==> src/rtl/uart_bus_master_if.sv <==
// CPU-bus side of the UART bus master: request/grant handshake plus single-cycle access strobe.
interface uart_bus_master_if;
  logic        bus_req;
  logic        bus_gnt;
  logic [15:0] addr;
  logic [7:0]  dout;
  logic [7:0]  din;
  logic        cs;
  logic        rnw;

  modport master (output bus_req, addr, dout, cs, rnw, input bus_gnt, din);
  modport slave  (input bus_req, addr, dout, cs, rnw, output bus_gnt, din);
endinterface

==> src/rtl/uart_bus_master.sv <==
// Serial command bridge: host sends 'R'/'W' + address (+ data) over UART, block performs one bus access
// and answers with the read byte or 'K'. Define UART_BRIDGE_AUTOINC_EN for address auto-increment and 'N'.
module uart_bus_master #(
  parameter int unsigned CLKSPEED     = 26600000,
  parameter int unsigned BAUD         = 115200,
  parameter int unsigned DIVISOR      = CLKSPEED / BAUD,
  parameter int unsigned TIMEOUT_BITS = 40
) (
  input  logic clk,
  input  logic reset,
  input  logic rxd,
  output logic txd,
  uart_bus_master_if.master bus
);

  localparam int unsigned CW       = $clog2(DIVISOR + DIVISOR / 2 + 1);
  localparam int unsigned TMO_CLKS = TIMEOUT_BITS * DIVISOR;

  typedef enum logic [2:0] {IDLE, ADDR_HI, ADDR_LO, DATA, ACCESS, RESP} state_t;
  typedef enum logic [1:0] {PH_REQ, PH_STROBE, PH_LATCH} phase_t;

  state_t state, state_nx;
  phase_t phase;

  logic          rx_s1, rx_s2, rx_prev;
  logic          rx_busy, rx_valid;
  logic [CW-1:0] rx_cnt;
  logic [3:0]    rx_bit;
  logic [7:0]    rx_sh;

  logic          tx_busy, tx_done, tx_start, tx_free;
  logic [CW-1:0] tx_cnt;
  logic [3:0]    tx_n;
  logic [8:0]    tx_sh;
  logic [7:0]    tx_data;

  logic          is_read, timed_out;
  logic          cmd_rd, cmd_wr, cmd_nx;
  logic [31:0]   tmo_cnt;

  // Synchronizer keeps running through reset so a line already low at release is not seen as a start edge.
  always_ff @(posedge clk) begin
    rx_s1   <= rxd;
    rx_s2   <= rx_s1;
    rx_prev <= rx_s2;
  end

  always_ff @(posedge clk) begin
    if (reset) begin
      rx_busy  <= 1'b0;
      rx_valid <= 1'b0;
      rx_cnt   <= '0;
      rx_bit   <= '0;
      rx_sh    <= '0;
    end else begin
      rx_valid <= 1'b0;
      if (!rx_busy) begin
        if (rx_prev && !rx_s2) begin
          rx_busy <= 1'b1;
          rx_cnt  <= CW'(DIVISOR + DIVISOR / 2 - 1);
          rx_bit  <= '0;
        end
      end else if (rx_cnt != '0) begin
        rx_cnt <= rx_cnt - 1'b1;
      end else begin
        rx_cnt <= CW'(DIVISOR - 1);
        if (rx_bit == 4'd8) begin
          rx_busy  <= 1'b0;
          rx_valid <= rx_s2;
        end else begin
          rx_sh  <= {rx_s2, rx_sh[7:1]};
          rx_bit <= rx_bit + 1'b1;
        end
      end
    end
  end

  // A new frame may be loaded on the last clock of the previous stop bit.
  assign tx_free = !tx_busy || (tx_cnt == '0 && tx_n == '0);

  always_ff @(posedge clk) begin
    if (reset) begin
      txd     <= 1'b1;
      tx_busy <= 1'b0;
      tx_done <= 1'b0;
      tx_cnt  <= '0;
      tx_n    <= '0;
      tx_sh   <= '1;
    end else begin
      tx_done <= tx_busy && tx_cnt == '0 && tx_n == '0;
      if (tx_start && tx_free) begin
        tx_busy <= 1'b1;
        txd     <= 1'b0;
        tx_sh   <= {1'b1, tx_data};
        tx_n    <= 4'd9;
        tx_cnt  <= CW'(DIVISOR - 1);
      end else if (!tx_busy) begin
        txd <= 1'b1;
      end else if (tx_cnt != '0) begin
        tx_cnt <= tx_cnt - 1'b1;
      end else if (tx_n == '0) begin
        tx_busy <= 1'b0;
      end else begin
        txd    <= tx_sh[0];
        tx_sh  <= {1'b1, tx_sh[8:1]};
        tx_n   <= tx_n - 1'b1;
        tx_cnt <= CW'(DIVISOR - 1);
      end
    end
  end

  assign cmd_rd    = rx_sh == 8'h52;
  assign cmd_wr    = rx_sh == 8'h57;
`ifdef UART_BRIDGE_AUTOINC_EN
  assign cmd_nx    = rx_sh == 8'h4E;
`else
  assign cmd_nx    = 1'b0;
`endif
  assign timed_out = tmo_cnt == 32'(TMO_CLKS - 1);

  always_ff @(posedge clk) begin
    if (reset) state <= IDLE;
    else       state <= state_nx;
  end

  always_comb begin
    state_nx = state;
    unique case (state)
      IDLE: begin
        if (rx_valid && (cmd_rd || cmd_wr)) state_nx = ADDR_HI;
        else if (rx_valid && cmd_nx)        state_nx = ACCESS;
      end
      ADDR_HI: begin
        if (rx_valid)       state_nx = ADDR_LO;
        else if (timed_out) state_nx = IDLE;
      end
      ADDR_LO: begin
        if (rx_valid)       state_nx = is_read ? ACCESS : DATA;
        else if (timed_out) state_nx = IDLE;
      end
      DATA: begin
        if (rx_valid)       state_nx = ACCESS;
        else if (timed_out) state_nx = IDLE;
      end
      ACCESS:  if (phase == PH_LATCH) state_nx = RESP;
      RESP:    if (tx_done) state_nx = IDLE;
      default: state_nx = IDLE;
    endcase
  end

  always_comb begin
    bus.bus_req = state == ACCESS && phase != PH_LATCH;
    bus.cs      = state == ACCESS && phase == PH_STROBE;
    bus.rnw     = bus.cs ? is_read : 1'b1;
    tx_start    = (state == IDLE && rx_valid && !(cmd_rd || cmd_wr || cmd_nx))
               || (state == ACCESS && phase == PH_LATCH);
    tx_data     = (state == IDLE) ? 8'h3F : (is_read ? bus.din : 8'h4B);
  end

  // Inter-byte timer only runs while a command is partially received and the line is idle.
  always_ff @(posedge clk) begin
    if (reset) begin
      bus.addr <= '0;
      bus.dout <= '0;
      is_read  <= 1'b1;
      phase    <= PH_REQ;
      tmo_cnt  <= '0;
    end else begin
      if (rx_busy || rx_valid || state == IDLE || state == ACCESS || state == RESP) tmo_cnt <= '0;
      else tmo_cnt <= tmo_cnt + 1'b1;
      unique case (state)
        IDLE:    if (rx_valid && (cmd_rd || cmd_nx)) is_read <= 1'b1;
                 else if (rx_valid && cmd_wr)        is_read <= 1'b0;
        ADDR_HI: if (rx_valid) bus.addr[15:8] <= rx_sh;
        ADDR_LO: if (rx_valid) bus.addr[7:0]  <= rx_sh;
        DATA:    if (rx_valid) bus.dout       <= rx_sh;
        ACCESS: begin
          unique case (phase)
            PH_REQ:    if (bus.bus_gnt) phase <= PH_STROBE;
            PH_STROBE: phase <= PH_LATCH;
            default: begin
              phase <= PH_REQ;
`ifdef UART_BRIDGE_AUTOINC_EN
              bus.addr <= bus.addr + 16'd1;
`endif
            end
          endcase
        end
        default: ;
      endcase
    end
  end

endmodule

==> src/flat_wrapper.sv <==
// flat-port wrapper written by rule: the top's interface ports become plain ports
module uart_bus_master_flat 
#(
  parameter int unsigned CLKSPEED     = 26600000,
  parameter int unsigned BAUD         = 115200,
  parameter int unsigned DIVISOR      = CLKSPEED / BAUD,
  parameter int unsigned TIMEOUT_BITS = 40
)
  (clk, reset, rxd, txd, bus_bus_req, bus_addr, bus_dout, bus_cs, bus_rnw, bus_bus_gnt, bus_din);
  uart_bus_master_if bus_i ();
  input  logic clk;
  input  logic reset;
  input  logic rxd;
  output logic txd;
  output wire logic [$bits(bus_i.bus_req)-1:0] bus_bus_req;
  output wire logic [$bits(bus_i.addr)-1:0] bus_addr;
  output wire logic [$bits(bus_i.dout)-1:0] bus_dout;
  output wire logic [$bits(bus_i.cs)-1:0] bus_cs;
  output wire logic [$bits(bus_i.rnw)-1:0] bus_rnw;
  input wire logic [$bits(bus_i.bus_gnt)-1:0] bus_bus_gnt;
  input wire logic [$bits(bus_i.din)-1:0] bus_din;
  assign bus_bus_req = bus_i.bus_req;
  assign bus_addr = bus_i.addr;
  assign bus_dout = bus_i.dout;
  assign bus_cs = bus_i.cs;
  assign bus_rnw = bus_i.rnw;
  assign bus_i.bus_gnt = bus_bus_gnt;
  assign bus_i.din = bus_din;
  uart_bus_master #(.CLKSPEED(CLKSPEED), .BAUD(BAUD), .DIVISOR(DIVISOR), .TIMEOUT_BITS(TIMEOUT_BITS)) u_core (.clk(clk), .reset(reset), .rxd(rxd), .txd(txd), .bus(bus_i));
endmodule
==> config.mk <==
export PLATFORM = sky130hd
export DESIGN_NAME = uart_bus_master_flat
export DESIGN_NICKNAME = d
export VERILOG_FILES = /design/src/rtl/uart_bus_master_if.sv /design/src/rtl/uart_bus_master.sv /design/src/flat_wrapper.sv
export SDC_FILE = /design/constraint.sdc
export NUM_CORES = 1
export LEC_CHECK = 0
export CAP_MARGIN = 20
export CORE_MARGIN = 2
export CORE_UTILIZATION = 55
export DETAILED_ROUTE_END_ITERATION = 12
export GPL_TIMING_DRIVEN = 0
export PLACE_DENSITY = 0.81
export SYNTH_ARGS = -nofsm -noshare
export SYNTH_HDL_FRONTEND = slang
export SYNTH_SLANG_ARGS = --single-unit
==> constraint.sdc <==
create_clock -name clk -period 5.75 [get_ports clk]
set_clock_uncertainty 0.1 [all_clocks]
set_input_delay 0.8625 -clock clk [delete_from_list [all_inputs] [get_ports clk]]
set_output_delay 0.8625 -clock clk [all_outputs]
set_load 0.01 [all_outputs]
==> run_results.csv, run 1 <==
group,metric,value,unit
cts,cts_buffers,9,
critical_path,cp.depth,6,
placement,io_buffers,39,
sta,setup_viol,0,
route,routed_wl,11500,um
run_status,status,"finished clean",
sta,hold_viol_final,0,
die,coreArea,9060,um2
power_and_ir_drop,leakagePower,1.91,nW
die,rows,35,
finish,drive_gt1_frac,0.0576,
global_route,grt_max_degree,20,
synth,synth_nets,641,
finish,instances_no_fill,788,
sta,maxSlewHeadroom,0.358,
global_route,antenna_found_initial,0,
route,routedWlPerCell,14.6,um
finish,final_util,0.638,
hold_path,holdCritPathClass,"flop to flop",
critical_path,path_delay_family,"simple AND/OR/NAND/NOR gates",
die,io_pins,40,
critical_path,crit_path_end_kind,"output port",
critical_path,worstSetupStartpointType,"flop",
cts,cts_buffer_depth,2,
sta,finalCriticalPeriod,3.32,ns
synth,yosysTopAreaCell,"dfxtp_1",
die,start_util,0.558,
power_and_ir_drop,power_per_cell_area,226,nW/um2
finish,num_antenna_cells,0,
cts,cts.sinks,112,
critical_path,required,4.79,ns
sta,min_period_over_period,0.577,
sta,worstMarginPinSlew,0.950,ns
route,drt_iter0_drc,214,
cts,cts_resized,0,
sta,rsz0062_at_grt,"false",
cts,cts_tree,"done",
global_route,grt_use_total,0.237,
placement,place_hpwl,8340,um
cts,root_buffer,"clkbuf_8",
route,drc,0,
cts,hold_buffers,0,
global_route,grt_overflow,0,
hold_path,holdPathStages,0,
critical_path,crit_fanout,8,
synth,synthCells,622,
cts,post_cts_buffers,0,
run,maxCapViolations,0,
synth,yosys-top-cells-area,"dfxtp_1 (44%), a21oi_1 (6.8%), nand2_1 (6.3%), nor2_1 (4.3%), nand3_1 (3.7%)",
critical_path,cp.arrival,2.36,ns
route,antenna_left,0,
cts,clk_latency,0.37,ns
placement,gp_congestion,0.863,
finish,nets,691,
synth,yosysWarnings,0,
synth,synth_top_area_share,0.443,
die,die_h,99.9,um
route,dr.pass1.iters,5,
sta,finalSetupTns,0,ns
route,vias,4614,
synth,synth_area,5060,um2
critical_path,reg2reg_depth,8,
critical_path,path_buf_inv,2,
placement,dpl.cell_count,772,
synth,synth-async-reset-ratio,0,
synth,synth.distinct_cells,63,
cts,htreeDepth,3,
route,routed_via_density,5.86,
cts,cts.clk_slew.worst_paths,0.10,ns
synth,synth.avg_cell_area,8.14,um2
die,die_w,99.9,um
synth,synth-seq-cells,112,
global_route,grt_pass1_vias,4353,
sta,slew_violations,0,
critical_path,criticalPathCategory,"flop to output port",
critical_path,cpMaxStageDelayCell,"clkdlybuf4s50_1",
placement,pre_cts_ws,2.82,ns
synth,synth_edf_count,0,
synth,ys_seq_area_frac,0.443,
power_and_ir_drop,total_power,1.30,mW
sta,fmax,301,MHz
synth,synth_ff_type,"dfxtp_1",
critical_path,crit_path_cell_trace,"or3b_1 -> clkbuf_1 -> nor2_1 -> nand2_1 -> or2_2 -> clkdlybuf4s50_1",
critical_path,worst_path_largest_cell_delay,0.48,ns
global_route,grt_pass1_wl,19500,um
die,die_area,9990,um2
finish,syn_to_final_growth,14.2,%
sta,worst_slack,2.43,ns
power_and_ir_drop,vdd_drop_max,124,uV
==> metrics by stage <==
step	hold slack (ns)	cell area, um2
5_1_grt	0.259	5780
3_5_place_dp	0.220	5590
2_1_floorplan	0.210	5060
6_report	0.246	5780
3_3_place_gp	0.225	5590
4_1_cts	0.250	5780
==> where the power goes <==
group / switching, mW / leakage (nW) / total (mW) / internal, mW
combinational: 0.0402 / 0.907 / 0.0657 / 0.0255
sequential: 0.00875 / 0.905 / 0.793 / 0.784
clock: 0.268 / 0.0964 / 0.446 / 0.178
==> sequential cells by signal, summed over array words and instances (netlist names), 2 cells and up <==
register         count
u_core.bus.addr     16
u_core.bus.dout      8
u_core.phase         2
u_core.rx_bit        4
u_core.rx_cnt        9
u_core.rx_sh         8
u_core.state         3
u_core.tmo_cnt      32
u_core.tx_cnt        9
u_core.tx_n          4
u_core.tx_sh         8
==> synthesized netlist by cell type, types with 5 or more instances <==
| library cell | number |
|---|---|
| nand3_1 | 37 |
| nand2_1 | 85 |
| clkbuf_1 | 25 |
| and3_1 | 7 |
| nor2_1 | 58 |
| or3_1 | 13 |
| inv_1 | 27 |
| nand4_1 | 8 |
| nor3_1 | 23 |
| nor4b_1 | 5 |
| a211oi_1 | 7 |
| a21oi_1 | 69 |
| ha_1 | 7 |
| xnor2_1 | 15 |
| nor4_1 | 10 |
| o21ai_0 | 23 |
| dfxtp_1 | 112 |
| xor2_1 | 9 |
| o311ai_0 | 5 |
| nand2b_1 | 5 |
==> worst paths after layout <==
check | from | to | slack [ns]
min | u_core.rx_s1 | u_core.rx_s2 | 0.25
max reg2reg | u_core.tx_n[0] | u_core.tx_sh[4] | 3.14
max | u_core.state[2] | bus_rnw | 2.43
min reg2reg | u_core.rx_s1 | u_core.rx_s2 | 0.25
==> routing by layer <==
metal / global-route usage / up-vias / wire length, um
met2: 0.422 / 117 / 5820
li1: - / 2294 / -
met1: 0.291 / 2191 / 5020
met4: 0.0727 / 0 / 112
met5: 0 / - / 0
met3: 0.0439 / 12 / 548
==> layout make-up <==
class	instances	area, um2
Multi-Input combinational cell	451	2550
Clock buffer	11	141
Clock inverter	5	46.3
Inverter	28	105
Fill cell	771	3290
Timing Repair Buffer	39	390
Tap cell	111	139
Sequential cell	112	2240
Buffer	31	166
==> logic make-up (layout without fill, tap and decap cells) <==
family	Yosys count	in the layout	synth area share
and+or+nand+nor	284	284	0.281
AOI/OAI and AO/OA	134	134	0.159
DFF	112	112	0.443
buffers and inverters	59	114	0.0536
xor gates and xnor gates	24	24	0.0415
adders and majority gates	7	7	0.0173
muxes	2	2	0.00420
==> cells in the final DEF, fill, tap and decap left out, types with 3 or more instances in the layout <==
master / synthesis / final
o21ai_2: 3 / 3
or2_2: 4 / 4
nor3_1: 23 / 23
nor2_1: 58 / 58
nand2b_1: 5 / 5
nor4b_1: 5 / 5
ha_1: 7 / 7
o31ai_1: 3 / 3
o21ai_0: 23 / 23
clkbuf_8: 0 / 10
and3_1: 7 / 7
xor2_1: 9 / 9
nand3_1: 37 / 37
nor4_1: 10 / 10
nand2_1: 85 / 85
xnor2_1: 15 / 15
a21oi_1: 69 / 69
nand3b_1: 4 / 4
dfxtp_1: 112 / 112
clkdlybuf4s50_1: 0 / 39
or4_1: 3 / 3
o311ai_0: 5 / 5
inv_1: 27 / 27
clkbuf_1: 25 / 26
or3_1: 13 / 13
a211oi_1: 7 / 7
nor2b_1: 3 / 3
nand4_1: 8 / 8
No activity file was read; power rests on OpenSTA's default activity.
==> run 2: changes to the inputs <==
==> constraint.sdc (replaced) <==
create_clock -name clk -period 3.1 [get_ports clk]
set_clock_uncertainty 0.1 [all_clocks]
set_input_delay 0.465 -clock clk [delete_from_list [all_inputs] [get_ports clk]]
set_output_delay 0.465 -clock clk [all_outputs]
set_load 0.01 [all_outputs]
==> run_results.csv, run 2 (synthesis results as in run 1) <==
group,metric,value,unit
critical_path,crit_fanout,8,
placement,placedInstanceArea,5590,um2
route,wl_met3,548,um
die,rows,35,
critical_path,timing.rr.end,"u_core.tx_sh[4]",
finish,largest_register_ffs,32,
sta,worstMarginPinSlew,0.950,ns
critical_path,required,2.53,ns
sta,fmax,352,MHz
route,routed_wl,11500,um
die,io_pins,40,
sta,setup_viol,0,
critical_path,timing.rr.start,"u_core.tx_n[0]",
power_and_ir_drop,power_per_cell_area,419,nW/um2
critical_path,r2r_slack,0.49,ns
power_and_ir_drop,swShare,0.243,
cts,root_buffer,"clkbuf_8",
power_and_ir_drop,vdd_drop_max,230,uV
finish,reg.largest.list,"u_core.tmo_cnt x32, u_core.bus.addr x16",
power_and_ir_drop,power_frac_comb,0.050,
sta,min_period_over_period,0.917,
global_route,grt_overflow,0,
hold_path,hold_path_startpoint,"u_core.rx_s1",
die,die_h,99.9,um
route,dr.pass1.iters,5,
critical_path,reg2reg_depth,8,
power_and_ir_drop,seq_power_share,0.608,
finish,layout_commonest_cell,"dfxtp_1",
finish,fin_area,5780,um2
die,die_area,9990,um2
cts,cts_buffers,9,
cts,cts_tree,"done",
hold_path,holdPathEnd,"u_core.rx_s2",
global_route,antenna_found_initial,0,
sta,finalSetupTns,0,ns
finish,drive_gt1_frac,0.0591,
sta,finalCriticalPeriod,2.84,ns
finish,num_antenna_cells,0,
hold_path,holdCritPathClass,"flop to flop",
die,coreArea,9060,um2
placement,place_hpwl,8340,um
critical_path,crit_path_end_kind,"output port",
cts,cts_resized,0,
route,drc,0,
critical_path,worstSetupStartpointType,"flop",
cts,cts_buffer_depth,2,
critical_path,startpoint,"u_core.state[2]",
power_and_ir_drop,leakagePower,1.91,nW
cts,cts.clk_slew.worst_paths,0.10,ns
sta,worst_slack,0.258,ns
run_status,status,"finished clean",
route,antenna_left,0,
route,wl_met2,5820,um
die,die_w,99.9,um
critical_path,cp.arrival,2.28,ns
cts,cts.sinks,112,
route,routedWlPerCell,14.6,um
finish,n_fill_cell,771,
placement,io_buffers,39,
sta,timing.hold.ws,0.246,ns
placement,gp_congestion,0.863,
power_and_ir_drop,p_clk_frac,0.342,
sta,slew_violations,0,
finish,syn_to_final_growth,14.2,%
power_and_ir_drop,p_switching,0.588,mW
route,drt-met1-wl,5020,um
global_route,grt_pass1_wl,19500,um
critical_path,criticalPathCategory,"flop to output port",
die,start_util,0.558,
finish,layout_common_cells,"dfxtp_1 (111), nand2_1 (85), a21oi_1 (69)",
route,drt_iter0_drc,214,
global_route,grt_pass1_vias,4353,
finish,regMostFlops,"u_core.tmo_cnt",
cts,clk_latency,0.37,ns
global_route,grt_max_degree,20,
route,vias,4614,
cts,htreeDepth,3,
sta,rsz0062_at_grt,"false",
finish,nets,691,
sta,maxSlewHeadroom,0.358,
sta,hold_viol_final,0,
run,maxCapViolations,0,
route,routed_via_density,5.86,
finish,final_util,0.638,
cts,hold_buffers,0,
placement,pre_cts_ws,0.564,ns
route,top_layer_used,"met4",
cts,post_cts_buffers,0,
global_route,grt_use_total,0.237,
hold_path,holdPathStages,0,
power_and_ir_drop,internal-power,1.83,mW
run 2: metal layers:
layer | track usage | vias to the layer above
li1 | - | 2294
met3 | 0.0439 | 12
met5 | 0 | -
met2 | 0.422 | 117
met1 | 0.291 | 2191
met4 | 0.0727 | 0
run 2: worst max-delay path, stage by stage (launching register included):
cell,delay [ns]
dfxtp_2,0.41
or3b_1,0.35
clkbuf_1,0.16
nor2_1,0.14
nand2_1,0.11
or2_2,0.28
clkdlybuf4s50_1,0.48
run 2: power groups by stage:
stage / clock (mW) / combinational [mW] / sequential (mW)
finish: 0.827 / 0.122 / 1.47
global route: 0.894 / 0.136 / 1.47
CTS: 0.841 / 0.122 / 1.47
detailed placement: 0 / 0.121 / 1.50
global placement: 0 / 0.117 / 1.50
floorplan: 0 / 0.0801 / 1.50
run 2: worst max-delay path by stage:
stage / endpoint / slack, ns / depth (start not counted)
finish: bus_rnw / 0.26 / 6
global route: bus_rnw / 0.09 / 6
CTS: bus_rnw / 0.17 / 6
detailed placement: u_core.rx_bit[0] / 0.56 / 7
global placement: bus_rnw / 0.62 / 6
floorplan: u_core.tmo_cnt[30] / 0.78 / 8
run 2: metrics by stage:
step | std cells | total power [mW]
6_report | 788 | 2.42
2_1_floorplan | 622 | 1.58
5_1_grt | 788 | 2.50
3_3_place_gp | 772 | 1.62
3_5_place_dp | 772 | 1.62
4_1_cts | 788 | 2.43
run 2: cell type report:
type	instances	area [um2]	share of cell area
inverter	28	105	0.0182
timing repair buffer	39	390	0.0675
clock inverter	5	46.3	0.00801
multi-input combinational	451	2550	0.441
sequential	112	2240	0.388
tap	111	139	0.0240
buffer	31	166	0.0288
clock buffer	11	141	0.0245
==> run 3: changes to the inputs <==
--- a/config.mk
+++ b/config.mk
@@ -7,10 +7,10 @@
 export LEC_CHECK = 0
 export CAP_MARGIN = 20
 export CORE_MARGIN = 2
-export CORE_UTILIZATION = 55
+export CORE_UTILIZATION = 52
 export DETAILED_ROUTE_END_ITERATION = 12
 export GPL_TIMING_DRIVEN = 0
-export PLACE_DENSITY = 0.81
+export PLACE_DENSITY = 0.8
 export SYNTH_ARGS = -nofsm -noshare
 export SYNTH_HDL_FRONTEND = slang
 export SYNTH_SLANG_ARGS = --single-unit
==> constraint.sdc (replaced) <==
create_clock -name clk -period 2.4 [get_ports clk]
set_clock_uncertainty 0.1 [all_clocks]
set_input_delay 0.36 -clock clk [delete_from_list [all_inputs] [get_ports clk]]
set_output_delay 0.36 -clock clk [all_outputs]
set_load 0.01 [all_outputs]
==> run_results.csv, run 3 (synthesis results as in run 1) <==
group,metric,value,unit
critical_path,crit_fanout,5,
route,vias,4827,
die,rows,36,
critical_path,required,2.58,ns
cts,cts.sinks,112,
power_and_ir_drop,vdd_drop_max,520,uV
finish,seq_area,2260,um2
route,top_layer_used,"met4",
route,routedWlPerCell,15.6,um
placement,gp_congestion,0.895,
critical_path,cpMaxStageDelayCell,"or4b_4",
finish,largest_register_ffs,32,
die,die_w,103,um
global_route,grt_overflow,0,
power_and_ir_drop,seq_power_share,0.581,
sta,hold_viol_final,0,
critical_path,crit_path_end_kind,"flop",
sta,worstMarginPinSlew,0.849,ns
route,routed_via_density,5.89,
finish,layout_common_cells,"dfxtp_1 (103), nand2_1 (84), a21oi_1 (68)",
die,start_util,0.528,
power_and_ir_drop,power_frac_comb,0.050,
power_and_ir_drop,internal-power,2.47,mW
critical_path,timing.rr.end,"u_core.tx_sh[7]",
hold_path,holdCritPathClass,"flop to flop",
route,wl_met2,6510,um
critical_path,timing.rr.start,"u_core.tx_cnt[0]",
route,antenna_left,0,
finish,nets,701,
cts,cts_tree,"done",
critical_path,path_delay_family,"compound AO/OA/AOI/OAI gates",
placement,placedInstanceArea,5620,um2
cts,root_buffer,"clkbuf_8",
finish,fin_area,6070,um2
die,die_h,103,um
finish,layout_commonest_cell,"dfxtp_1",
route,routed_wl,12800,um
critical_path,r2r_slack,0.05,ns
finish,instances_no_fill,820,
global_route,antenna_found_initial,0,
global_route,grt_pass1_wl,19900,um
critical_path,path_buf_inv,1,
cts,cts.clk_slew.worst_paths,0.11,ns
finish,syn_to_final_growth,19.9,%
finish,num_antenna_cells,0,
sta,slew_violations,0,
critical_path,criticalPathCategory,"flop to flop",
route,wl_met3,660,um
sta,min_period_over_period,0.978,
global_route,grt_pass1_vias,4430,
cts,htreeDepth,3,
route,drt_iter0_drc,224,
power_and_ir_drop,p_switching,0.804,mW
route,drt-met1-wl,5460,um
finish,reg.largest.list,"u_core.tmo_cnt x32, u_core.bus.addr x16",
run,maxCapViolations,0,
finish,regMostFlops,"u_core.tmo_cnt",
finish,final_util,0.633,
critical_path,crit_path_cell_trace,"inv_1 -> ha_1 -> or4b_4 -> o31a_1 -> a21oi_4 -> o21ai_1 -> a21o_1",
global_route,grt_use_total,0.237,
critical_path,cp.arrival,2.53,ns
hold_path,holdPathEnd,"u_core.rx_s2",
die,coreArea,9590,um2
sta,fmax,426,MHz
finish,n_fill_cell,809,
sta,rsz0062_at_grt,"true",
sta,setup_viol,0,
power_and_ir_drop,swShare,0.246,
route,drc,0,
critical_path,worstSetupStartpointType,"flop",
power_and_ir_drop,p_clk_frac,0.369,
sta,finalCriticalPeriod,2.35,ns
cts,cts_buffer_depth,2,
sta,maxSlewHeadroom,0.429,
critical_path,worst_path_largest_cell_delay,0.52,ns
cts,cts_buffers,9,
route,dr.pass1.iters,6,
hold_path,hold_path_startpoint,"u_core.rx_s1",
global_route,grt_max_degree,20,
critical_path,reg2reg_depth,7,
power_and_ir_drop,leakagePower,2.02,nW
finish,multi_input_area,2700,um2
placement,dpl.cell_count,794,
die,io_pins,40,
placement,place_hpwl,8490,um
placement,io_buffers,39,
hold_path,holdPathStages,0,
die,die_area,10500,um2
run_status,status,"finished clean",
power_and_ir_drop,power_per_cell_area,539,nW/um2
finish,drive_gt1_frac,0.115,
cts,clk_latency,0.38,ns
-- run 3: worst max-delay path by stage --
stage | from | slack (ns) | cells after the start | end
after floorplan | u_core.tmo_cnt[0] | 0.08 | 8 | u_core.tmo_cnt[30]
after global placement | u_core.rx_sh[4] | -0.06 | 5 | u_core.tx_cnt[6]
after detailed placement | u_core.tx_cnt[0] | -0.12 | 7 | u_core.tx_sh[4]
after CTS | u_core.state[2] | -0.003 | 3 | bus_bus_req
after global routing | u_core.tx_n[0] | -0.05 | 7 | u_core.tx_sh[7]
final | u_core.tx_cnt[0] | 0.05 | 7 | u_core.tx_sh[7]
-- run 3: metal layers --
metal  track usage  up-vias
li1              -     2317
met1         0.287     2331
met5             0        -
met4        0.0872        0
met3        0.0515       20
met2         0.413      159
-- run 3: per-stage QoR --
stage / TNS [ns] / total power [mW] / worst slack (ns) / hold slack [ns]
after floorplan: 0 / 2.04 / 0.0798 / 0.210
after global placement: -0.701 / 2.09 / -0.0580 / 0.217
after detailed placement: -1.84 / 2.10 / -0.121 / 0.217
after CTS: -0.00335 / 3.28 / -0.00335 / 0.253
after global routing: -0.0808 / 3.38 / -0.0473 / 0.266
final: 0 / 3.27 / 0.0535 / 0.248
-- run 3: power by group through the flow --
stage | Combinational, mW | Sequential, mW | Clock (mW)
floorplan | 0.103 | 1.94 | 0
global placement | 0.150 | 1.94 | 0
detailed placement | 0.158 | 1.94 | 0
CTS | 0.161 | 1.90 | 1.22
global route | 0.182 | 1.90 | 1.29
finish | 0.165 | 1.90 | 1.21
-- run 3: repair_timing --
item,CTS,global route
buffers inserted,2,10
hold buffers,0,0
setup endpoints to repair,31,24
pin swaps,3,5
cloned,0,1
resized for setup,27,20
-- run 3: area by class of cell --
cell class,count,share of cell area
inverter,28,0.0173
tap,133,0.0274
multi-input combinational,452,0.445
sequential,112,0.372
clock inverter,6,0.0122
timing repair buffer,51,0.0785
clock buffer,10,0.0227
buffer,28,0.0253
-- run 3: worst reg2reg max path: cells and delay by family, from the launching register on --
kind | cells | cell delay [ns]
compound gates | 4 | 0.98
fa+ha+maj | 1 | 0.18
flops | 1 | 0.34
buf+inv | 1 | 0.12
simple gates | 1 | 0.52
